===== src/rtl/opb_master_pkg.sv =====
// Shared types and helpers for the single-beat OPB master: FSM states,
// response codes, bus widths and the little-endian <-> OPB bit-order mapping.
package opb_master_pkg;

  localparam int OPB_AWIDTH  = 32;
  localparam int OPB_DWIDTH  = 32;
  localparam int OPB_BEWIDTH = 4;

  typedef enum logic [1:0] {
    IDLE = 2'd0,
    REQ  = 2'd1,
    XFER = 2'd2,
    RESP = 2'd3
  } opb_state_e;

  typedef enum logic [1:0] {
    RSP_OK         = 2'd0,
    RSP_ERR        = 2'd1,
    RSP_TIMEOUT    = 2'd2,
    RSP_RETRY_FAIL = 2'd3
  } opb_rsp_e;

  // Bit i of the OPB (ascending) vector carries bit W-1-i of the fabric vector.
  function automatic logic [0:OPB_DWIDTH-1] opb_rev_to_bus(input logic [OPB_DWIDTH-1:0] v);
    logic [0:OPB_DWIDTH-1] r;
    for (int i = 0; i < OPB_DWIDTH; i++) r[i] = v[OPB_DWIDTH-1-i];
    return r;
  endfunction

  function automatic logic [OPB_DWIDTH-1:0] opb_rev_from_bus(input logic [0:OPB_DWIDTH-1] v);
    logic [OPB_DWIDTH-1:0] r;
    for (int i = 0; i < OPB_DWIDTH; i++) r[OPB_DWIDTH-1-i] = v[i];
    return r;
  endfunction

  function automatic logic [0:OPB_BEWIDTH-1] opb_rev_be(input logic [OPB_BEWIDTH-1:0] v);
    logic [0:OPB_BEWIDTH-1] r;
    for (int i = 0; i < OPB_BEWIDTH; i++) r[i] = v[OPB_BEWIDTH-1-i];
    return r;
  endfunction

endpackage


===== src/rtl/opb_master_tout_cnt.sv =====
// Transfer watchdog for the OPB master: counts XFER cycles, freezes while
// the slave suppresses timeout, flags expiry in the final counting cycle.
module opb_master_tout_cnt #(
  parameter int C_TOUT_CYCLES = 64
) (
  input  logic clk,
  input  logic rst_n,
  input  logic clr,
  input  logic hold,
  output logic expired
);

  localparam int CNT_W = $clog2(C_TOUT_CYCLES) + 1;

  logic [CNT_W-1:0] cnt_r;

  // Cycle counter: zero outside XFER, frozen while hold is high.
  always_ff @(posedge clk or negedge rst_n) begin
    if (!rst_n) begin
      cnt_r <= {CNT_W{1'b0}};
    end else if (clr) begin
      cnt_r <= {CNT_W{1'b0}};
    end else if (!hold) begin
      cnt_r <= cnt_r + {{(CNT_W-1){1'b0}}, 1'b1};
    end
  end

  // Expiry is seen in the C_TOUT_CYCLES-th counted cycle so select drops on its edge.
  assign expired = !clr && !hold && (cnt_r == CNT_W'(C_TOUT_CYCLES - 1));

endmodule


===== src/rtl/opb_master_single.sv =====
// Single-beat OPB bus master: one read or write per command, one response per
// command. Optional transfer watchdog enabled with macro OPB_MASTER_TOUT_EN.
module opb_master_single
  import opb_master_pkg::*;
#(
  parameter int C_OPB_AWIDTH  = OPB_AWIDTH,
  parameter int C_OPB_DWIDTH  = OPB_DWIDTH,
  parameter int C_MAX_RETRY   = 8,
  parameter int C_TOUT_CYCLES = 64
) (
  input  logic                    OPB_Clk,
  input  logic                    OPB_Rst_n,
  input  logic                    cmd_valid,
  output logic                    cmd_ready,
  input  logic                    cmd_rnw,
  input  logic [C_OPB_AWIDTH-1:0] cmd_addr,
  input  logic [3:0]              cmd_be,
  input  logic [C_OPB_DWIDTH-1:0] cmd_data,
  output logic                    rsp_valid,
  output logic [1:0]              rsp_status,
  output logic [C_OPB_DWIDTH-1:0] rsp_data,
  output logic                    M_request,
  input  logic                    OPB_MGrant,
  output logic                    M_select,
  output logic                    M_RNW,
  output logic [0:C_OPB_AWIDTH-1] M_ABus,
  output logic [0:3]              M_BE,
  output logic [0:C_OPB_DWIDTH-1] M_DBus,
  output logic                    M_seqAddr,
  output logic                    M_busLock,
  input  logic [0:C_OPB_DWIDTH-1] OPB_DBus,
  input  logic                    OPB_xferAck,
  input  logic                    OPB_errAck,
  input  logic                    OPB_retry,
  input  logic                    OPB_toutSup
);

  opb_state_e              state_r, state_next_s;
  opb_rsp_e                status_s;
  logic                    rnw_r;
  logic [C_OPB_AWIDTH-1:0] addr_r;
  logic [3:0]              be_r;
  logic [C_OPB_DWIDTH-1:0] data_r;
  logic [7:0]              retry_cnt_r;
  logic                    retry_inc_s, retry_last_s, tout_exp_s, accept_s;
  logic                    cmd_ready_s, request_s, select_s, rsp_valid_s, rnw_s, capture_s;
  logic [0:C_OPB_AWIDTH-1] abus_s;
  logic [0:3]              be_s;
  logic [0:C_OPB_DWIDTH-1] dbus_s;
  logic [C_OPB_DWIDTH-1:0] rsp_data_s;

  assign accept_s     = (state_r == IDLE) && cmd_valid && cmd_ready;
  assign retry_last_s = ((retry_cnt_r + 8'd1) == 8'(C_MAX_RETRY));
  assign M_seqAddr    = 1'b0;
  assign M_busLock    = 1'b0;

`ifdef OPB_MASTER_TOUT_EN
  opb_master_tout_cnt #(
    .C_TOUT_CYCLES(C_TOUT_CYCLES)
  ) u_tout_cnt (
    .clk    (OPB_Clk),
    .rst_n  (OPB_Rst_n),
    .clr    (state_r != XFER),
    .hold   (OPB_toutSup),
    .expired(tout_exp_s)
  );
`else
  logic unused_tout_s;
  assign tout_exp_s    = 1'b0;
  assign unused_tout_s = OPB_toutSup | (C_TOUT_CYCLES < 1);
`endif

  // State register plus command latch and retry bookkeeping.
  always_ff @(posedge OPB_Clk or negedge OPB_Rst_n) begin
    if (!OPB_Rst_n) begin
      state_r     <= IDLE;
      rnw_r       <= 1'b0;
      addr_r      <= {C_OPB_AWIDTH{1'b0}};
      be_r        <= 4'd0;
      data_r      <= {C_OPB_DWIDTH{1'b0}};
      retry_cnt_r <= 8'd0;
    end else begin
      state_r <= state_next_s;
      if (accept_s) begin
        rnw_r       <= cmd_rnw;
        addr_r      <= cmd_addr;
        be_r        <= cmd_be;
        data_r      <= cmd_data;
        retry_cnt_r <= 8'd0;
      end else if (retry_inc_s) begin
        retry_cnt_r <= retry_cnt_r + 8'd1;
      end
    end
  end

  // Next state and response code; exit priority errAck > xferAck > retry > timeout.
  always_comb begin
    state_next_s = state_r;
    status_s     = RSP_OK;
    retry_inc_s  = 1'b0;
    case (state_r)
      IDLE: begin
        if (accept_s) state_next_s = REQ;
        else          state_next_s = IDLE;
      end
      REQ: begin
        if (OPB_MGrant) state_next_s = XFER;
        else            state_next_s = REQ;
      end
      XFER: begin
        if (OPB_errAck) begin
          state_next_s = RESP;
          status_s     = RSP_ERR;
        end else if (OPB_xferAck) begin
          state_next_s = RESP;
          status_s     = RSP_OK;
        end else if (OPB_retry) begin
          retry_inc_s = 1'b1;
          if (retry_last_s) begin
            state_next_s = RESP;
            status_s     = RSP_RETRY_FAIL;
          end else begin
            state_next_s = REQ;
          end
        end else if (tout_exp_s) begin
          state_next_s = RESP;
          status_s     = RSP_TIMEOUT;
        end else begin
          state_next_s = XFER;
        end
      end
      RESP:    state_next_s = IDLE;
      default: state_next_s = IDLE;
    endcase
  end

  // Next output values, decoded from the upcoming state so outputs come straight off flops.
  always_comb begin
    cmd_ready_s = (state_next_s == IDLE);
    request_s   = (state_next_s == REQ);
    select_s    = (state_next_s == XFER);
    rsp_valid_s = (state_next_s == RESP);
    capture_s   = (state_r == XFER) && (state_next_s == RESP);
    if (select_s) begin
      rnw_s  = rnw_r;
      abus_s = opb_rev_to_bus(addr_r);
      be_s   = opb_rev_be(be_r);
      if (rnw_r) dbus_s = {C_OPB_DWIDTH{1'b0}};
      else       dbus_s = opb_rev_to_bus(data_r);
    end else begin
      rnw_s  = 1'b0;
      abus_s = {C_OPB_AWIDTH{1'b0}};
      be_s   = 4'd0;
      dbus_s = {C_OPB_DWIDTH{1'b0}};
    end
    if ((status_s == RSP_OK) && rnw_r) rsp_data_s = opb_rev_from_bus(OPB_DBus);
    else                               rsp_data_s = {C_OPB_DWIDTH{1'b0}};
  end

  // Output registers; response fields hold until the next response is captured.
  always_ff @(posedge OPB_Clk or negedge OPB_Rst_n) begin
    if (!OPB_Rst_n) begin
      cmd_ready  <= 1'b0;
      M_request  <= 1'b0;
      M_select   <= 1'b0;
      M_RNW      <= 1'b0;
      M_ABus     <= {C_OPB_AWIDTH{1'b0}};
      M_BE       <= 4'd0;
      M_DBus     <= {C_OPB_DWIDTH{1'b0}};
      rsp_valid  <= 1'b0;
      rsp_status <= 2'd0;
      rsp_data   <= {C_OPB_DWIDTH{1'b0}};
    end else begin
      cmd_ready <= cmd_ready_s;
      M_request <= request_s;
      M_select  <= select_s;
      M_RNW     <= rnw_s;
      M_ABus    <= abus_s;
      M_BE      <= be_s;
      M_DBus    <= dbus_s;
      rsp_valid <= rsp_valid_s;
      if (capture_s) begin
        rsp_status <= status_s;
        rsp_data   <= rsp_data_s;
      end
    end
  end

endmodule


===== config.mk =====
export PLATFORM = sky130hd
export DESIGN_NAME = opb_master_single
export DESIGN_NICKNAME = d
export VERILOG_FILES = /design/src/rtl/opb_master_pkg.sv /design/src/rtl/opb_master_tout_cnt.sv /design/src/rtl/opb_master_single.sv
export SDC_FILE = /design/constraint.sdc
export NUM_CORES = 1
export LEC_CHECK = 0
export CORE_ASPECT_RATIO = 1.25
export CORE_MARGIN = 4
export CORE_UTILIZATION = 40
export DETAILED_ROUTE_END_ITERATION = 8
export GPL_TIMING_DRIVEN = 0
export HOLD_SLACK_MARGIN = 0.03
export PLACE_DENSITY = 0.7
export SLEW_MARGIN = 20
export SYNTH_ARGS = -nofsm -noshare
export SYNTH_HDL_FRONTEND = slang
export SYNTH_SLANG_ARGS = --single-unit

===== constraint.sdc =====
create_clock -name OPB_Clk -period 2.7 [get_ports OPB_Clk]
set_clock_uncertainty 0.15 [all_clocks]
set_input_delay 0.54 -clock OPB_Clk [delete_from_list [all_inputs] [get_ports OPB_Clk]]
set_output_delay 0.54 -clock OPB_Clk [all_outputs]
set_load 0.01 [all_outputs]

==> results.ini <==
[critical_path]
crit_path_top_delay_cell=a2111oi_4
critPathCaptureType=register
cp_data_arrival_time_ns=2.70
crit_fanout=10
r2r_start=retry_cnt_r[1]
max_stage_delay_ns=0.62
cp-start-kind=primary input
worstReg2RegEnd=M_DBus[1]
crit_path_cell_trace=clkdlybuf4s50_1 -> o31ai_4 -> o311ai_2 -> a2111oi_4 -> buf_6 -> and2_1
crit_type=primary input to register
worstRegToRegCells=6
crit_required_ns=2.91
r2r_setup_slack_ns=0.32

[routing]
first_pass_iters=4
avgViaCountPerCell=4.63
routed_wl_um=16900
drtAntennaViolNets=0
route.vias.total=5327
drc=0
drtIter0Drc=258
wl_per_cell_um=14.7

[sta]
fin_crit_ns=2.49
grt_setup_unrepaired=no
tns_ns=0
maxSlewViolCount=0
whs_ns=0.315
finalSetupViolCount=0
slew_headroom_pct=53.0
tightest_slew_ns=0.705
period_share_pct=92.1
fmax_mhz=402
finalHoldViolations=0
fin_ws_ns=0.214

[final_layout]
diodes=0
layout_commonest_cell=nand2_1
instances_no_fill=1150
drive_gt1_share_pct=6.16
utilization_pct=58.6
final_cell_mix=nand2_1 (250), clkdlybuf4s50_1 (212), dfrtp_1 (186)
layout.nets=1023
area_growth_pct=43.8

[floorplan]
die_w_um=127
die_h_um=157
rows=54
top_level_ports=218
start_util_pct=40.7
coreArea_um2=17400
dieArea_um2=20000

[worst_hold_path]
hp-start=data_r[31]
hold_depth=2
holdPathEnd=data_r[31]
min_path_type=register to register

[placed_design]
numPortBuffers=213
globalplace.congestion=0.775
dp_cells=1117
preCtsSetupSlack_ns=-0.374
place_hpwl_um=12100

[pwr]
pwr-share-seq_pct=41.3
clockPowerShare_pct=27.3
power.density_nw_per_um2=973
peakVddDrop_uv=474
p_comb_share_pct=31.4
switching_share_pct=31.1
p_sw_uw=3080
intPower_uw=6850
power.leakage_uw=0.00505

[logic_synthesis]
syn_area_um2=7100
ys_seq_area_share_pct=65.5
syn_area_per_cell_um2=10.5
ys_ff_latch=186
synth_warnings=0
syn_inst=678
yosysUniqueCellTypes=35

[outcome]
status=finished, final reports clean

[grt]
grt_pass1_wl_um=26700
grt_start_max_net_pins=95
antenna_found_initial=0
grt_pass1_vias=5276
overflow=0
groute.usage.overall_pct=17.1

[clocking]
cts_max_path_buffers=2
cts_tree=built
path_clk_slew_ns=0.07
cts.sinks=186
root_buffer=clkbuf_16
insertion_delay_ns=0.42
cts_buffers=17
cts_setup_buffers=0
htree_levels=4

[job]
cap_violations=0

==> worst max path at each step <==
| stage | from | endpoint | slack, ns | cells after the start |
|---|---|---|---|---|
| after floorplan | OPB_errAck | M_DBus[10] | 0.54 | 6 |
| after global placement | OPB_Rst_n | M_DBus[16] | -6.86 | 1 |
| after detailed placement | cmd_valid | addr_r[26] | -0.37 | 7 |
| after CTS | state_r[1] | addr_r[28] | 0.07 | 7 |
| after global routing | OPB_retry | M_DBus[23] | 0.05 | 6 |
| final | OPB_retry | M_DBus[1] | 0.21 | 6 |
==> cells in the mapped netlist (all sizes together) <==
cell type	n	area, um^2
inv	5	18.8
o2bb2ai	1	8.76
xor2	2	17.5
a21oi	2	10.0
o31ai	2	28.8
o221ai	1	15.0
nor3b	1	7.51
nand3	5	25.0
nor2b	2	12.5
o311ai	1	16.3
o31a	1	8.76
a2111oi	1	27.5
o21ba	1	10.0
nand2	250	938
nand4	1	6.26
buf	14	98.8
a311oi	1	8.76
a221oi	1	8.76
conb	1	3.75
a211oi	1	7.51
o21ai	11	55.1
and2	71	444
and3	2	12.5
dfrtp	186	4650
ha	1	12.5
nor2	13	48.8
clkbuf	31	116
a21o	33	248
nor4	34	219
a31oi	2	12.5
==> cell families after synthesis <==
logic type | share of synthesized area (%)
xor gates and xnor gates | 0.247
and+or+nand+nor | 24.1
AOI/OAI and AO/OA | 6.55
buffers and inverters | 3.29
other | 0.0528
adders and majority gates | 0.176
DFF | 65.5
==> layer usage <==
layer	routed length, um	GRT usage, %	share of wire [%]
met4	310	5.26	1.8
met5	0	0	0
met1	6950	21.0	41
met2	8170	27.5	48
met3	1470	7.30	8.7
==> final cells by class <==
class,count,area (um^2)
fillers,1520,7220
flip-flops and latches,186,4650
multi-input cells,443,2220
repair buffers,215,2170
clock buffers,18,439
well taps,224,280
plain buffers,45,216
clock inverters,14,204
inverters,5,18.8
==> repair_timing <==
| action | in CTS | in global routing |
|---|---|---|
| hold buffers | 1 | 0 |
| setup endpoints to repair | 0 | 15 |
| endpoints found under the hold margin | 76 | 0 |
| gates resized for setup | 0 | 3 |
==> critical path: cells and delay by family <==
kind                   cells  cell delay, ns
AO/OA/AOI/OAI              3            1.34
buffers and inverters      2            0.68
AND/OR/NAND/NOR            1            0.13
==> power groups by stage <==
stage          clock network, uW  logic (uW)  registers [uW]
3_3_place_gp                   0        3120            4130
3_5_place_dp                   0        3170            4150
6_report                    2710        3120            4100
2_1_floorplan                  0        1390            4310
5_1_grt                     2900        3480            4200
4_1_cts                     2780        3190            4110
==> flip-flops by register name, indices dropped and copies added (netlist names) <==
register and cells:
M_BE 4, retry_cnt_r 8, M_RNW 1, be_r 4
state_r 2, data_r 32, cmd_ready 1, M_ABus 32
M_select 1, rsp_status 2, rsp_data 32, M_request 1
addr_r 32, rnw_r 1, rsp_valid 1, M_DBus 32
==> stage by stage <==
| step | power, uW | instance area (um^2) |
|---|---|---|
| finish | 9930 | 10200 |
| global route | 10600 | 10200 |
| CTS | 10100 | 10200 |
| detailed placement | 7320 | 9550 |
| global placement | 7250 | 9520 |
| floorplan | 5700 | 7110 |
(Power assumes the default switching activity.)
